## src/rtl/rr_mux_arb.sv

```systemverilog
// rtl/rr_mux_arb.sv - N-way round-robin valid/ready mux with registered output
// Optional packet locking (in_last/out_last) enabled by defining RR_MUX_PKT_LOCK_EN.
module rr_mux_arb #(
    parameter int WIDTH = 8,
    parameter int N     = 4,
    localparam int SEL_W = $clog2(N)
) (
    input  logic               clk,
    input  logic               rst,
    input  logic [N-1:0]       in_valid,
    input  logic [N*WIDTH-1:0] in_data,
`ifdef RR_MUX_PKT_LOCK_EN
    input  logic [N-1:0]       in_last,
    output logic               out_last,
`endif
    output logic [N-1:0]       in_ready,
    output logic               out_valid,
    output logic [WIDTH-1:0]   out_data,
    output logic [SEL_W-1:0]   out_sel,
    input  logic               out_ready
);

    logic [SEL_W-1:0] rr_ptr;
    logic [SEL_W-1:0] gnt;
    logic [SEL_W-1:0] nxt_ptr;
    logic             found;
    logic             load;
    logic             xfer;

`ifdef RR_MUX_PKT_LOCK_EN
    logic             locked;
`endif

    always_comb begin : p_grant
        int idx;
        found = 1'b0;
        gnt   = '0;
        idx   = 0;
        for (int k = 0; k < N; k++) begin
            idx = int'(rr_ptr) + k;
            if (idx >= N) begin
                idx = idx - N;
            end
            if (!found && in_valid[idx]) begin
                found = 1'b1;
                gnt   = SEL_W'(idx);
            end
        end
`ifdef RR_MUX_PKT_LOCK_EN
        // While locked, out_sel still names the channel that opened the packet.
        if (locked) begin
            gnt   = out_sel;
            found = in_valid[out_sel];
        end
`endif
    end

    assign load     = !out_valid || out_ready;
    assign xfer     = !rst && load && found;
    assign in_ready = xfer ? ({{(N-1){1'b0}}, 1'b1} << gnt) : '0;
    assign nxt_ptr  = (gnt == SEL_W'(N - 1)) ? '0 : gnt + SEL_W'(1);

    always_ff @(posedge clk or posedge rst) begin
        if (rst) begin
            out_valid <= 1'b0;
            out_data  <= '0;
            out_sel   <= '0;
            rr_ptr    <= '0;
`ifdef RR_MUX_PKT_LOCK_EN
            out_last  <= 1'b0;
            locked    <= 1'b0;
`endif
        end else if (xfer) begin
            out_valid <= 1'b1;
            out_data  <= in_data[int'(gnt)*WIDTH +: WIDTH];
            out_sel   <= gnt;
`ifdef RR_MUX_PKT_LOCK_EN
            out_last  <= in_last[gnt];
            locked    <= !in_last[gnt];
            if (in_last[gnt]) begin
                rr_ptr <= nxt_ptr;
            end
`else
            rr_ptr    <= nxt_ptr;
`endif
        end else if (out_ready) begin
            out_valid <= 1'b0;
        end
    end

endmodule

```

## config.mk

```make
export PLATFORM = sky130hd
export DESIGN_NAME = rr_mux_arb
export DESIGN_NICKNAME = d
export VERILOG_FILES = /design/src/rtl/rr_mux_arb.sv
export SDC_FILE = /design/constraint.sdc
export NUM_CORES = 1
export LEC_CHECK = 0
export CORE_AREA = 3 3 53 55
export DETAILED_ROUTE_END_ITERATION = 10
export DIE_AREA = 0 0 56 58
export HOLD_SLACK_MARGIN = 0.1
export PLACE_DENSITY = 0.82
export REMOVE_ABC_BUFFERS = 1
export SYNTH_ARGS = -nofsm -noshare
export SYNTH_HDL_FRONTEND = slang
export SYNTH_SLANG_ARGS = --single-unit
```

## constraint.sdc

```tcl
create_clock -name clk -period 7.7 [get_ports clk]
set_clock_uncertainty 0.2 [all_clocks]
set_input_delay 2.31 -clock clk [delete_from_list [all_inputs] [get_ports clk]]
set_output_delay 2.31 -clock clk [all_outputs]
set_load 0.005 [all_outputs]
```

==> impl_metrics.prom <==
# TYPE chip_impl_metric gauge
chip_impl_metric{name="die_height",unit="um"} 58
chip_impl_metric{name="post-place-ws",unit="ns"} 0.498
chip_impl_metric{name="area_delta_synth_final",unit="%"} 58.2
chip_impl_metric{name="max_clock_freq",unit="MHz"} 138
chip_impl_metric{name="netSwitchingPower",unit="mW"} 0.139
chip_impl_metric{name="rows",unit=""} 18
chip_impl_metric{name="p_seq_share",unit="%"} 33.0
chip_impl_metric{name="final_hold_viol_count",unit=""} 0
chip_impl_metric{name="grt_util_all_layers",unit="%"} 19.9
chip_impl_metric{name="ys_ff_latch",unit=""} 13
chip_impl_info{name="critical_path.startpoint_type",value="primary input"} 1
chip_impl_metric{name="synth_enable_flop_cells",unit=""} 0
chip_impl_metric{name="area_taken_by_flip_flops_and_latches",unit="um^2"} 325
chip_impl_metric{name="relSlewSlack",unit="%"} 47.3
chip_impl_metric{name="swShare",unit="%"} 37.9
chip_impl_metric{name="maximum_number_of_pins_on_one_net_before_global_route_repair",unit=""} 15
chip_impl_info{name="outcome",value="finished, final reports clean"} 1
chip_impl_metric{name="final_hpwl_from_detailed_placement",unit="mm"} 2.28
chip_impl_metric{name="cap_viol_max_count",unit=""} 0
chip_impl_metric{name="worstPathRequired",unit="ns"} 5.19
chip_impl_info{name="synth_ff_type",value="sky130_fd_sc_hd__dfrtp_1"} 1
chip_impl_metric{name="synth.distinct_cells",unit=""} 38
chip_impl_metric{name="critPathMaxFanout",unit=""} 9
chip_impl_metric{name="report.final.slew_viol_count",unit=""} 0
chip_impl_metric{name="ctsHoldBuffers",unit=""} 0
chip_impl_metric{name="htree_num_levels",unit=""} 1
chip_impl_metric{name="tritoncts.num_buffers",unit=""} 3
chip_impl_metric{name="post_cts_setup_buffer_count",unit=""} 0
chip_impl_metric{name="drtAntennaViolNets",unit=""} 0
chip_impl_info{name="worstSetupEndpointType",value="output pin"} 1
chip_impl_metric{name="ioPinCount",unit=""} 54
chip_impl_metric{name="fin_worst_hold_slack",unit="ns"} 0.303
chip_impl_metric{name="die-width",unit="um"} 56
chip_impl_metric{name="syn-cell-area",unit="um^2"} 967
chip_impl_metric{name="fp.dieArea",unit="mm^2"} 0.00325
chip_impl_metric{name="grt_overflow_total",unit=""} 0
chip_impl_metric{name="number_of_antenna_violations_at_the_first_check_in_global_routing",unit=""} 0
chip_impl_metric{name="io_buffers",unit=""} 53
chip_impl_info{name="grt_setup_unrepaired",value="false"} 1
chip_impl_metric{name="initial_utilization",unit="%"} 39.8
chip_impl_metric{name="setup_total_negative_slack",unit="ns"} 0
chip_impl_metric{name="drt-pass1-iter-count",unit=""} 4
chip_impl_info{name="clock-root-buffer",value="sky130_fd_sc_hd__clkbuf_4"} 1
chip_impl_metric{name="period_needed",unit="ns"} 7.23
chip_impl_metric{name="violation_count_after_the_first_detailed_routing_iteration",unit=""} 23
chip_impl_info{name="tritoncts",value="yes"} 1
chip_impl_metric{name="powerDensity",unit="mW/mm^2"} 240
chip_impl_metric{name="core_area",unit="mm^2"} 0.00243
chip_impl_metric{name="layout_worst_path_cycle_share",unit="%"} 93.8
chip_impl_metric{name="worst_skew_pair.late_latency",unit="ns"} 0.29
chip_impl_metric{name="worst-slew-pin-transition",unit="ns"} 0.790
chip_impl_metric{name="yosys_warnings",unit=""} 0
chip_impl_metric{name="cellLeakagePower",unit="nW"} 0.622
chip_impl_metric{name="ir_drop_worst_case_vdd",unit="V"} 0.000133
chip_impl_metric{name="cts.sinks",unit=""} 13
chip_impl_metric{name="clock_tree.buffer_depth",unit=""} 2
chip_impl_info{name="hold_path_class",value="reg2reg"} 1
chip_impl_metric{name="fillers",unit=""} 213
chip_impl_metric{name="drc",unit=""} 0
chip_impl_metric{name="gp_congestion",unit=""} 0.814
chip_impl_info{name="worstSetupPathType",value="in2out"} 1
chip_impl_metric{name="number_of_global_route_vias_before_repair",unit=""} 1062
chip_impl_metric{name="fraction_of_registers_with_async_set_or_reset_after_synthesis",unit="%"} 100
chip_impl_metric{name="clk_pin_slew_worst_paths",unit="ns"} 0.08
chip_impl_metric{name="first_pass_grt_wire_length",unit="mm"} 5.02
chip_impl_metric{name="antenna_cells",unit=""} 0
chip_impl_metric{name="timing.final.setup_violations",unit=""} 0
chip_impl_metric{name="syn-mean-instance-area",unit="um^2"} 10.2
chip_impl_metric{name="syn_inst",unit=""} 95
chip_impl_metric{name="cts_resized",unit=""} 0
chip_impl_metric{name="drive_above_1_share",unit="%"} 12.9
chip_impl_metric{name="pwr-share-comb",unit="%"} 54.8
chip_impl_metric{name="design.final.nets",unit=""} 188
chip_impl_metric{name="route.detailed.wl_per_inst",unit="um"} 17.3
chip_impl_metric{name="multi_input_comb_area",unit="um^2"} 579
chip_impl_metric{name="setup_ws",unit="ns"} 0.474
chip_impl_metric{name="finalWirelength",unit="mm"} 3.06
chip_impl_metric{name="power_report.internal_total",unit="mW"} 0.227
chip_impl_metric{name="worst_ep_arrival",unit="ns"} 4.72
chip_impl_metric{name="pwr-share-clk",unit="%"} 12.2
chip_impl_metric{name="vias",unit=""} 1031
chip_impl_metric{name="vias_per_cell",unit=""} 5.82
chip_impl_metric{name="yosysSeqAreaShare",unit="%"} 33.6
logic make-up (layout without fill, tap and decap cells):
logic type	count (synthesis)	count (layout)	synth area share [%]
AO/OA/AOI/OAI	32	32	31.0
adder cells (fa/ha/maj)	1	1	1.29
buffers and inverters	10	62	6.47
flip-flops	13	13	33.6
multiplexers	9	9	9.31
AND/OR/NAND/NOR	30	30	18.2
through the flow:
stage	std cells	total power, mW	area (um^2)	utilization (%)
floorplan	87	0.217	912	-
global placement	173	0.313	1500	61.8
detailed placement	173	0.322	1500	61.8
CTS	177	0.367	1530	62.9
global route	177	0.389	1530	62.9
finish	177	0.367	1530	62.9
registers in the layout (all words and copies together), names as in the netlist:
| register | cells |
|---|---|
| out_data | 8 |
| out_sel | 2 |
| rr_ptr | 2 |
| out_valid | 1 |
cells in the final DEF, fill, tap and decap left out, types with 3 or more instances in the layout:
cell type / count
sky130_fd_sc_hd__buf_4: 3
sky130_fd_sc_hd__o211ai_2: 4
sky130_fd_sc_hd__clkdlybuf4s50_1: 53
sky130_fd_sc_hd__a32oi_1: 8
sky130_fd_sc_hd__nor2b_1: 3
sky130_fd_sc_hd__o211ai_1: 4
sky130_fd_sc_hd__nand3_1: 8
sky130_fd_sc_hd__nand2_1: 8
sky130_fd_sc_hd__dfrtp_1: 13
sky130_fd_sc_hd__and2_1: 3
sky130_fd_sc_hd__clkbuf_4: 3
sky130_fd_sc_hd__mux2i_1: 9
Yosys cell counts, types with 2 or more instances:
cell                        n  area, um^2
sky130_fd_sc_hd__a21oi_1    2        10.0
sky130_fd_sc_hd__and2_1     3        18.8
sky130_fd_sc_hd__buf_6      2        22.5
sky130_fd_sc_hd__nand2_1    8        30.0
sky130_fd_sc_hd__buf_4      2        15.0
sky130_fd_sc_hd__nand3_1    8        40.0
sky130_fd_sc_hd__mux2i_1    9        90.1
sky130_fd_sc_hd__o211ai_1   4        30.0
sky130_fd_sc_hd__buf_2      2        10.0
sky130_fd_sc_hd__a32oi_1    8        70.1
sky130_fd_sc_hd__o211ai_2   4        50.1
sky130_fd_sc_hd__o21bai_1   2        15.0
sky130_fd_sc_hd__dfrtp_1   13         325
sky130_fd_sc_hd__o31ai_2    2        25.0
sky130_fd_sc_hd__nor2b_1    3        18.8
final timing paths:
check / from / endpoint / slack [ns] / depth (start not counted)
max in group asynchronous: rst / out_data[0]$_DFFE_PP0P_ / 4.68 / 2
min: out_sel[1]$_DFFE_PP0P_ / out_sel[1]$_DFFE_PP0P_ / 0.30 / 2
max reg2reg: rr_ptr[1]$_DFFE_PP0P_ / rr_ptr[0]$_DFFE_PP0P_ / 5.43 / 5
min reg2reg: out_sel[1]$_DFFE_PP0P_ / out_sel[1]$_DFFE_PP0P_ / 0.30 / 2
min in group asynchronous: rst / rr_ptr[1]$_DFFE_PP0P_ / 2.28 / 2
max: in_valid[0] / in_ready[3] / 0.47 / 7
power groups by stage:
stage,clock [mW],sequential (mW),combinational [mW]
finish,0.0449,0.121,0.201
global route,0.0484,0.123,0.217
CTS,0.0455,0.119,0.202
detailed placement,0,0.121,0.201
global placement,0,0.119,0.194
floorplan,0,0.118,0.0983
layer usage:
layer	track usage (%)	up-vias	share of wire, %
met1	25.4	497	44
met4	8.14	0	1.4
met5	0	-	0
met3	4.01	4	6.7
li1	-	476	-
met2	33.2	54	48
worst max-delay path, stage by stage:
cell                              delay [ns]
sky130_fd_sc_hd__clkdlybuf4s50_1        0.64
sky130_fd_sc_hd__mux2i_1                0.17
sky130_fd_sc_hd__o221ai_2               0.64
sky130_fd_sc_hd__inv_2                  0.12
sky130_fd_sc_hd__ha_1                   0.25
sky130_fd_sc_hd__and2_1                 0.14
sky130_fd_sc_hd__clkdlybuf4s50_1        0.44
final cells by class:
| cell class | instances | share of cell area [%] |
|---|---|---|
| multi-input combinational | 72 | 37.9 |
| tap | 30 | 2.45 |
| sequential | 13 | 21.3 |
| inverter | 2 | 0.491 |
| timing repair buffer | 56 | 36.1 |
| clock inverter | 1 | 0.327 |
| clock buffer | 3 | 1.47 |
No activity file was read; power rests on OpenSTA's default activity.
